$ cat src/rtl/register_file_gen.sv
// register_file_gen: parametrised CPU register file.
// NUM_PAIRS 8-bit pairs (WZ, BC, DE, HL, ...) plus full-width SP and PC.
// Features: dual 8-bit read, one 16-bit read/write, a registered
// inc/dec unit (IDU) on any 16-bit register, PC increment and masked flags.
// All reads are combinational from registered state, with no write bypass.
// Optional: define SHADOW_BANK_EN for a second bank of pairs and flags.
// The i_Swap input toggles the active bank.

// Next-value logic for one 16-bit register.
// Priority is Wr16 > IDU > PC_Inc > Wr8.
module register_file_gen_slot #(
  parameter int DATA_W = 8,
  localparam int PAIR_W = 2*DATA_W
)(
  input  logic [PAIR_W-1:0] cur,
  input  logic              wr16_hit,
  input  logic [PAIR_W-1:0] wr16_data,
  input  logic              idu_inc,
  input  logic              idu_dec,
  input  logic              pc_inc,
  input  logic              wr8_hi,
  input  logic              wr8_lo,
  input  logic [DATA_W-1:0] wr8_data,
  output logic [PAIR_W-1:0] nxt
);
  localparam logic [PAIR_W-1:0] ONE = PAIR_W'(1);

  // The highest-priority source wins. The losing sources are discarded.
  always_comb begin
    nxt = cur;
    if (wr16_hit)     nxt = wr16_data;
    else if (idu_inc) nxt = cur + ONE;
    else if (idu_dec) nxt = cur - ONE;
    else if (pc_inc)  nxt = cur + ONE;
    else begin
      if (wr8_hi) nxt[PAIR_W-1:DATA_W] = wr8_data;
      if (wr8_lo) nxt[DATA_W-1:0]      = wr8_data;
    end
  end
endmodule

module register_file_gen #(
  parameter int          DATA_W    = 8,
  parameter int          NUM_PAIRS = 4,
  parameter logic [15:0] RESET_SP  = 16'hFFFE,
  parameter logic [15:0] RESET_PC  = 16'h0000,
  localparam int PAIR_W = 2*DATA_W,
  localparam int I8_W   = $clog2(2*NUM_PAIRS),
  localparam int I16_W  = $clog2(NUM_PAIRS+2)
)(
  input  logic              i_Clk,
  input  logic              i_nRst,
  input  logic              i_Enable,
  input  logic [I8_W-1:0]   i_RdA8_Idx,
  input  logic [I8_W-1:0]   i_RdB8_Idx,
  output logic [DATA_W-1:0] o_RdA8,
  output logic [DATA_W-1:0] o_RdB8,
  input  logic              i_Wr8_En,
  input  logic [I8_W-1:0]   i_Wr8_Idx,
  input  logic [DATA_W-1:0] i_Wr8_Data,
  input  logic [I16_W-1:0]  i_Rd16_Idx,
  output logic [PAIR_W-1:0] o_Rd16,
  input  logic              i_Wr16_En,
  input  logic [I16_W-1:0]  i_Wr16_Idx,
  input  logic [PAIR_W-1:0] i_Wr16_Data,
  input  logic [1:0]        i_IDU_Op,
  input  logic [I16_W-1:0]  i_IDU_Idx,
  output logic [PAIR_W-1:0] o_IDU_Pre,
  input  logic              i_PC_Inc,
  input  logic [3:0]        i_F_Wr_Mask,
  input  logic [3:0]        i_F_Data,
  output logic [7:0]        o_F,
  output logic [PAIR_W-1:0] o_PC,
  output logic [PAIR_W-1:0] o_SP,
  output logic [PAIR_W-1:0] o_HL
`ifdef SHADOW_BANK_EN
  ,
  input  logic              i_Swap
`endif
);
  // 16-bit index space: the pairs come first, then SP, then PC.
  localparam int NWIDE = NUM_PAIRS + 2;
  localparam int SP_K  = NUM_PAIRS;
  localparam int PC_K  = NUM_PAIRS + 1;
  localparam int HL_K  = (NUM_PAIRS > 3) ? 3 : NUM_PAIRS - 1;

  logic [NUM_PAIRS-1:0][PAIR_W-1:0] act;
  logic [3:0]                       flags;
  logic [3:0]                       flags_nxt;
  logic [PAIR_W-1:0]                sp_q, pc_q;
  logic [NWIDE-1:0][PAIR_W-1:0]     wide, nxt;
  logic                             idu_inc, idu_dec;

  // Op code 11 is reserved and behaves the same as no operation.
  assign idu_inc   = (i_IDU_Op == 2'b01);
  assign idu_dec   = (i_IDU_Op == 2'b10);
  assign flags_nxt = (flags & ~i_F_Wr_Mask) | (i_F_Data & i_F_Wr_Mask);

  // Flat view of every 16-bit register. Read muxes and slots index into it.
  always_comb begin
    wide = '0;
    for (int p = 0; p < NUM_PAIRS; p++) wide[p] = act[p];
    wide[SP_K] = sp_q;
    wide[PC_K] = pc_q;
  end

  for (genvar k = 0; k < NWIDE; k++) begin : g_slot
    register_file_gen_slot #(.DATA_W(DATA_W)) u_slot (
      .cur       (wide[k]),
      .wr16_hit  (i_Wr16_En && (int'(i_Wr16_Idx) == k)),
      .wr16_data (i_Wr16_Data),
      .idu_inc   (idu_inc && (int'(i_IDU_Idx) == k)),
      .idu_dec   (idu_dec && (int'(i_IDU_Idx) == k)),
      .pc_inc    (i_PC_Inc && (k == PC_K)),
      .wr8_hi    ((k < NUM_PAIRS) && i_Wr8_En && (int'(i_Wr8_Idx) == 2*k)),
      .wr8_lo    ((k < NUM_PAIRS) && i_Wr8_En && (int'(i_Wr8_Idx) == 2*k+1)),
      .wr8_data  (i_Wr8_Data),
      .nxt       (nxt[k])
    );
  end

`ifdef SHADOW_BANK_EN
  logic [1:0][NUM_PAIRS-1:0][PAIR_W-1:0] bank_q;
  logic [1:0][3:0]                       flag_q;
  logic                                  bank_sel;

  assign act   = bank_q[bank_sel];
  assign flags = flag_q[bank_sel];

  // Updates land in the bank that was active before the edge.
  // A swap on the same edge only redirects later accesses.
  always_ff @(posedge i_Clk or negedge i_nRst) begin
    if (!i_nRst) begin
      bank_q   <= '0;
      flag_q   <= '0;
      bank_sel <= 1'b0;
    end else if (i_Enable) begin
      for (int p = 0; p < NUM_PAIRS; p++) bank_q[bank_sel][p] <= nxt[p];
      flag_q[bank_sel] <= flags_nxt;
      if (i_Swap) bank_sel <= ~bank_sel;
    end
  end
`else
  logic [NUM_PAIRS-1:0][PAIR_W-1:0] pair_q;
  logic [3:0]                       flag_q;

  assign act   = pair_q;
  assign flags = flag_q;

  // Single bank of pairs and flags.
  always_ff @(posedge i_Clk or negedge i_nRst) begin
    if (!i_nRst) begin
      pair_q <= '0;
      flag_q <= '0;
    end else if (i_Enable) begin
      for (int p = 0; p < NUM_PAIRS; p++) pair_q[p] <= nxt[p];
      flag_q <= flags_nxt;
    end
  end
`endif

  // SP and PC are never shadowed.
  always_ff @(posedge i_Clk or negedge i_nRst) begin
    if (!i_nRst) begin
      sp_q <= PAIR_W'(RESET_SP);
      pc_q <= PAIR_W'(RESET_PC);
    end else if (i_Enable) begin
      sp_q <= nxt[SP_K];
      pc_q <= nxt[PC_K];
    end
  end

  // 8-bit reads: even index is the high half, odd index is the low half.
  // An index out of range reads as 0.
  always_comb begin
    o_RdA8 = '0;
    o_RdB8 = '0;
    for (int p = 0; p < NUM_PAIRS; p++) begin
      if (int'(i_RdA8_Idx) == 2*p)   o_RdA8 = act[p][PAIR_W-1:DATA_W];
      if (int'(i_RdA8_Idx) == 2*p+1) o_RdA8 = act[p][DATA_W-1:0];
      if (int'(i_RdB8_Idx) == 2*p)   o_RdB8 = act[p][PAIR_W-1:DATA_W];
      if (int'(i_RdB8_Idx) == 2*p+1) o_RdB8 = act[p][DATA_W-1:0];
    end
  end

  // 16-bit read and IDU pre-update tap. An index out of range reads as 0.
  always_comb begin
    o_Rd16    = '0;
    o_IDU_Pre = '0;
    for (int k = 0; k < NWIDE; k++) begin
      if (int'(i_Rd16_Idx) == k) o_Rd16    = wide[k];
      if (int'(i_IDU_Idx)  == k) o_IDU_Pre = wide[k];
    end
  end

  assign o_F  = {flags, 4'b0000};
  assign o_PC = pc_q;
  assign o_SP = sp_q;
  assign o_HL = act[HL_K];
endmodule

$ cat config.mk
export PLATFORM = sky130hd
export DESIGN_NAME = register_file_gen
export DESIGN_NICKNAME = d
export VERILOG_FILES = /design/src/rtl/register_file_gen.sv
export SDC_FILE = /design/constraint.sdc
export NUM_CORES = 1
export LEC_CHECK = 0
export ABC_AREA = 1
export CAP_MARGIN = 40
export CORE_MARGIN = 4
export CORE_UTILIZATION = 35
export DETAILED_ROUTE_END_ITERATION = 7
export GPL_ROUTABILITY_DRIVEN = 1
export PLACE_DENSITY = 0.55
export SLEW_MARGIN = 5
export SYNTH_ARGS = -nofsm -noshare
export SYNTH_HDL_FRONTEND = slang
export SYNTH_SLANG_ARGS = --single-unit
export TNS_END_PERCENT = 50
$ cat constraint.sdc
create_clock -name i_Clk -period 5.5 [get_ports i_Clk]
set_input_delay 1.1 -clock i_Clk [delete_from_list [all_inputs] [get_ports i_Clk]]
set_output_delay 1.1 -clock i_Clk [all_outputs]
set_load 0.02 [all_outputs]
; After elaboration in Yosys (flattened, before gate mapping)
; Cells that the tools add are included.
[totals]
register_bits = 100
inputBits = 58
output_inout_bits = 104
elab_cells = 172
[classes]
add_sub_neg = 12
n_eq_ne = 38
n_mux = 55
n_bitwise = 4
reduce_logical = 52
[op_table]
columns = cell, n
row1 = $mux W16, 31
row2 = $mux W8, 24
row3 = $add A16 B1 Y16 const B, 6
row4 = $sub A16 B1 Y16 const B, 6
row5 = $eq A3 B3 Y1 const B, 24
row6 = $reduce_bool A4 Y1, 9
row7 = $eq A3 B2 Y1 const B, 9
row8 = $logic_and A1 B1 Y1, 26
row9 = $reduce_and A2 Y1, 10
row10 = $logic_not A3 Y1, 6
row11 = $eq A3 B1 Y1 const B, 3
row12 = $and A4 B4 Y4, 2
row13 = $not A4 Y4, 1
row14 = $or A4 B4 Y4, 1
row15 = $reduce_bool A3 Y1, 1
row16 = $eq A2 B1 Y1 const B, 1
row17 = $eq A2 B2 Y1 const B, 1

; Longest topological paths before layout
[logic_depth]
depth_word = 9
depth_mapped = 16
mapped_depth_nobuf = 16

; Modules after synthesis
; Synthesis repeated with hierarchy kept, for this count alone.
[unflattened]
cells_unflattened = 2732
area_unflattened_um2 = 15148.3
[by_module_without_submodules]
columns = module, instances, cells_per_inst, area_each_um2, seq_area_each_um2
row1 = register_file_gen, 1, 854, 6387.4, 2521.2
row2 = register_file_gen_slot (g_slot[3].u_slot ...), 3, 308, 1483.9, 0.0
row3 = register_file_gen_slot (g_slot[0].u_slot ...), 3, 318, 1436.4, 0.0

; Worst setup path after synthesis
; Ideal clock, no wire load.
[synth_timing]
kind = input-to-output
startpoint = input port i_Rd16_Idx[0]
endpoint = output port o_Rd16[0]
t_arrival_ps = 2147
path_slack_ps = 2253
path_stages = 4
n_path_buf = 0
path_cell_list = inv_1 nor3_2 inv_1 o2111ai_1
[synth_via]
elab_chain_cells = 7
[synth_lines]
columns = element, line
row1 = from (decl), 61  ; input logic [I16_W-1:0] i_Rd16_Idx,
row2 = $logic_not A3 Y1, 191  ; if (int'(i_Rd16_Idx) == k) o_Rd16 = wide[k];
row3 = $mux W16 (5 in series), 191
row4 = $mux W16 (*), 191
row5 = to (decl), 62  ; output logic [PAIR_W-1:0] o_Rd16,
; Every way passes the cells marked *; elsewhere a longest branch is shown, timed or not.

; Final worst setup path
[layout_timing]
startpoint = input port i_RdB8_Idx[2]
endpoint = output port o_RdB8[2]
[layout_via]
elab_chain_cells = 9
[layout_lines]
columns = element, line
row1 = from (decl), 55  ; input logic [I8_W-1:0] i_RdB8_Idx,
row2 = $logic_not A3 Y1, 181  ; if (int'(i_RdB8_Idx) == 2*p) o_RdB8 = act[p][PAIR_W-1:DATA_W];
row3 = $mux W8, 181
row4 = $mux W8, 182  ; if (int'(i_RdB8_Idx) == 2*p+1) o_RdB8 = act[p][DATA_W-1:0];
row5 = $mux W8, 181
row6 = $mux W8, 182
row7 = $mux W8, 181
row8 = $mux W8, 182
row9 = $mux W8, 181
row10 = $mux W8 (*), 182
row11 = to (decl), 57  ; output logic [DATA_W-1:0] o_RdB8,
; Marked as above.

==> metrics.csv <==
metric;value;unit
diodes;0;
min_period;4.68;ns
timing_max_transition_violations_final;0;
synth-edff-count;0;
dominantRegCellSynth;dfrtp_1;
cts.sinks;100;
p_sw;3200;µW
holdBufCountCts;0;
worst_pin_slew;0.911;ns
finalCritPeriodShare;85.1;%
dieArea;0.0407;mm²
setup-tns-final;0;ns
p_comb_share;57.8;%
hold_class;reg -> reg;
syn-cell-area;0.0131;mm²
use_met1;43.8;%
routed_via_density;5.85;
clkPwrFrac;12.2;%
maxCapViolCount;0;
slew-limit-headroom;39.2;%
cts_tree;done;
hold_viol;0;
peakVddDrop;0.254;mV
rsz0062_at_grt;false;
synth_area_leader_cell;nand2_1;
ios;162;
setup.worst_path.class;in -> out;
multi_input_area;0.00901;mm²
dp_hpwl;52300;µm
start_util;35.7;%
path_cells;clkdlybuf4s50_1 > clkinv_1 > nand3_1 > nor2_1 > nor4_1 > nand4_1 > clkdlybuf4s50_1;
met2_usage;50.3;%
overflow;0;
seq_area;0.00252;mm²
syn_inst;2374;
slowest_delay;0.64;ns
row_count;70;
cp_slowest_cell;clkdlybuf4s50_1;
finalNetCount;2518;
whs;0.512;ns
port_buffers;157;
p_sw_share;56.9;%
regToRegSetupSlack;3.12;ns
yosys.area.top_type_share;24.3;%
antenna_found_initial;0;
outcome;completed;
firstDrtPassIters;6;
seqPwrFrac;29.9;%
cts_htree_levels;3;
cp_data_required_time;4.40;ns
layout_commonest_cell;nand2_1;
synth_area_leaders;nand2_1, dfrtp_1, nor2_1, a21oi_1, nand3_1;
drcViolationCount;0;
yosysSeqAreaShare;19.2;%
core;0.0368;mm²
cts_made_buffers;9;
routedWlPerCell;24.1;µm
cp_common_cell;clkdlybuf4s50_1;
cts_root_buf;clkbuf_16;
gr-usage-met3;7.12;%
final_area;0.0150;mm²
synthToLayoutAreaGrowth;14.2;%
grt_pass1_wl;102000;µm
grt_use_total;33.2;%
start_kind;input port;
place.gp.congestion;1.02;
synthArstFlopShare;100;%
path_clk_slew;0.07;ns
setup_violations;0;
crit_fanout;7;
die_w;202;µm
antenna_left;0;
cts_resized;0;
synth_seq_cells;100;
fin_worst_skew;0.0127;ns
timing.fmax;214;MHz
cp-end-kind;output port;
routed_wl;70000;µm
insertion_delay;0.40;ns
p_total;5620;µW
final_cell_mix;nand2_1, nor2_1, inv_1, nand3_1, a21oi_1;
grt_busiest_layer;met2;
fillers;4108;
placed_area;0.0147;mm²
first_iter_violations;2318;
synth_cell_types;49;
grt_pass1_vias;15759;
ys_warn_count;0;
avgSynthCellArea;5.53;µm²
power_density;374;mW/mm²
cts_setup_buffers;0;
ctsLongestPathBuffers;2;
layout-drive-gt1-share;4.76;%
cp.arrival;3.58;ns
leakage;0.00712;µW
die_h;202;µm
num_vias;17002;
p_int;2420;µW
grt_max_degree;54;
## through the flow
| step | std cells | util (%) | worst slack, ns |
|---|---|---|---|
| after global routing | 2906 | 40.8 | 0.766 |
| after global placement | 2889 | 40.0 | 0.940 |
| after floorplan | 2377 | - | 2.25 |
| after detailed placement | 2890 | 40.0 | 0.953 |
| final | 2906 | 40.8 | 0.819 |
| after CTS | 2906 | 40.8 | 0.936 |
## cell usage after synthesis (all sizes together), types with 14 or more instances
| master | count |
|---|---|
| nor3 | 26 |
| xor2 | 37 |
| nand2 | 866 |
| nor4 | 14 |
| dfstp | 15 |
| nand4 | 39 |
| o21ai | 111 |
| ha | 26 |
| o22ai | 50 |
| nor2 | 294 |
| inv | 228 |
| buf | 90 |
| a21oi | 188 |
| dfrtp | 85 |
| clkbuf | 42 |
| o2111ai | 30 |
| nand3 | 188 |
## kinds of logic after synthesis
group           after synthesis  share of synthesized area [%]
xor+xnor                     41                           2.74
fa+ha+maj                    27                           2.63
simple gates               1436                           45.7
flops                       100                           19.2
compound gates              404                           17.5
buf+inv                     365                           12.2
other cells                   1                         0.0286
## per-layer routing
| layer | share of wire (%) | vias to the layer above | routed length (µm) |
|---|---|---|---|
| met5 | 0 | - | 0 |
| met3 | 10 | 248 | 7100 |
| met4 | 6.9 | 0 | 4860 |
| li1 | - | 7825 | - |
| met2 | 42 | 1022 | 29500 |
| met1 | 41 | 7907 | 28500 |
## critical path: cells and delay by family
family	cells	cell delay (ns)
buffers and inverters	3	1.41
and+or+nand+nor	4	1.06
## final timing paths
check | end | cells after the start | start
max | o_RdB8[2] | 7 | i_RdB8_Idx[2]
min | o_SP[15] | 2 | o_SP[15]
max reg2reg | o_SP[8] | 10 | o_SP[1]
min reg2reg | o_SP[15] | 2 | o_SP[15]
max in group asynchronous | o_PC[0] | 2 | i_nRst
min in group asynchronous | act[4] | 1 | i_nRst
## registers in the layout, indices dropped and copies added, names as in the netlist, named ones only
register and cells:
act 48, o_HL 16, o_PC 16, o_SP 16
## final cells by class
type / instances / share of cell area (%)
clock buffers: 9 / 1.50
clock inverters: 7 / 0.400
inverters: 233 / 5.85
multi-input cells: 1912 / 60.1
flip-flops and latches: 100 / 16.8
well taps: 468 / 3.90
repair buffers: 177 / 11.4
## power groups by stage
stage          clock network [µW]  registers [µW]  logic (µW)
6_report                      687            1680        3250
5_1_grt                       717            1690        3550
4_1_cts                       694            1640        3190
3_5_place_dp                    0            1660        3170
3_3_place_gp                    0            1660        3170
2_1_floorplan                   0            1280        2150
Power figures use the tool's default switching activity.
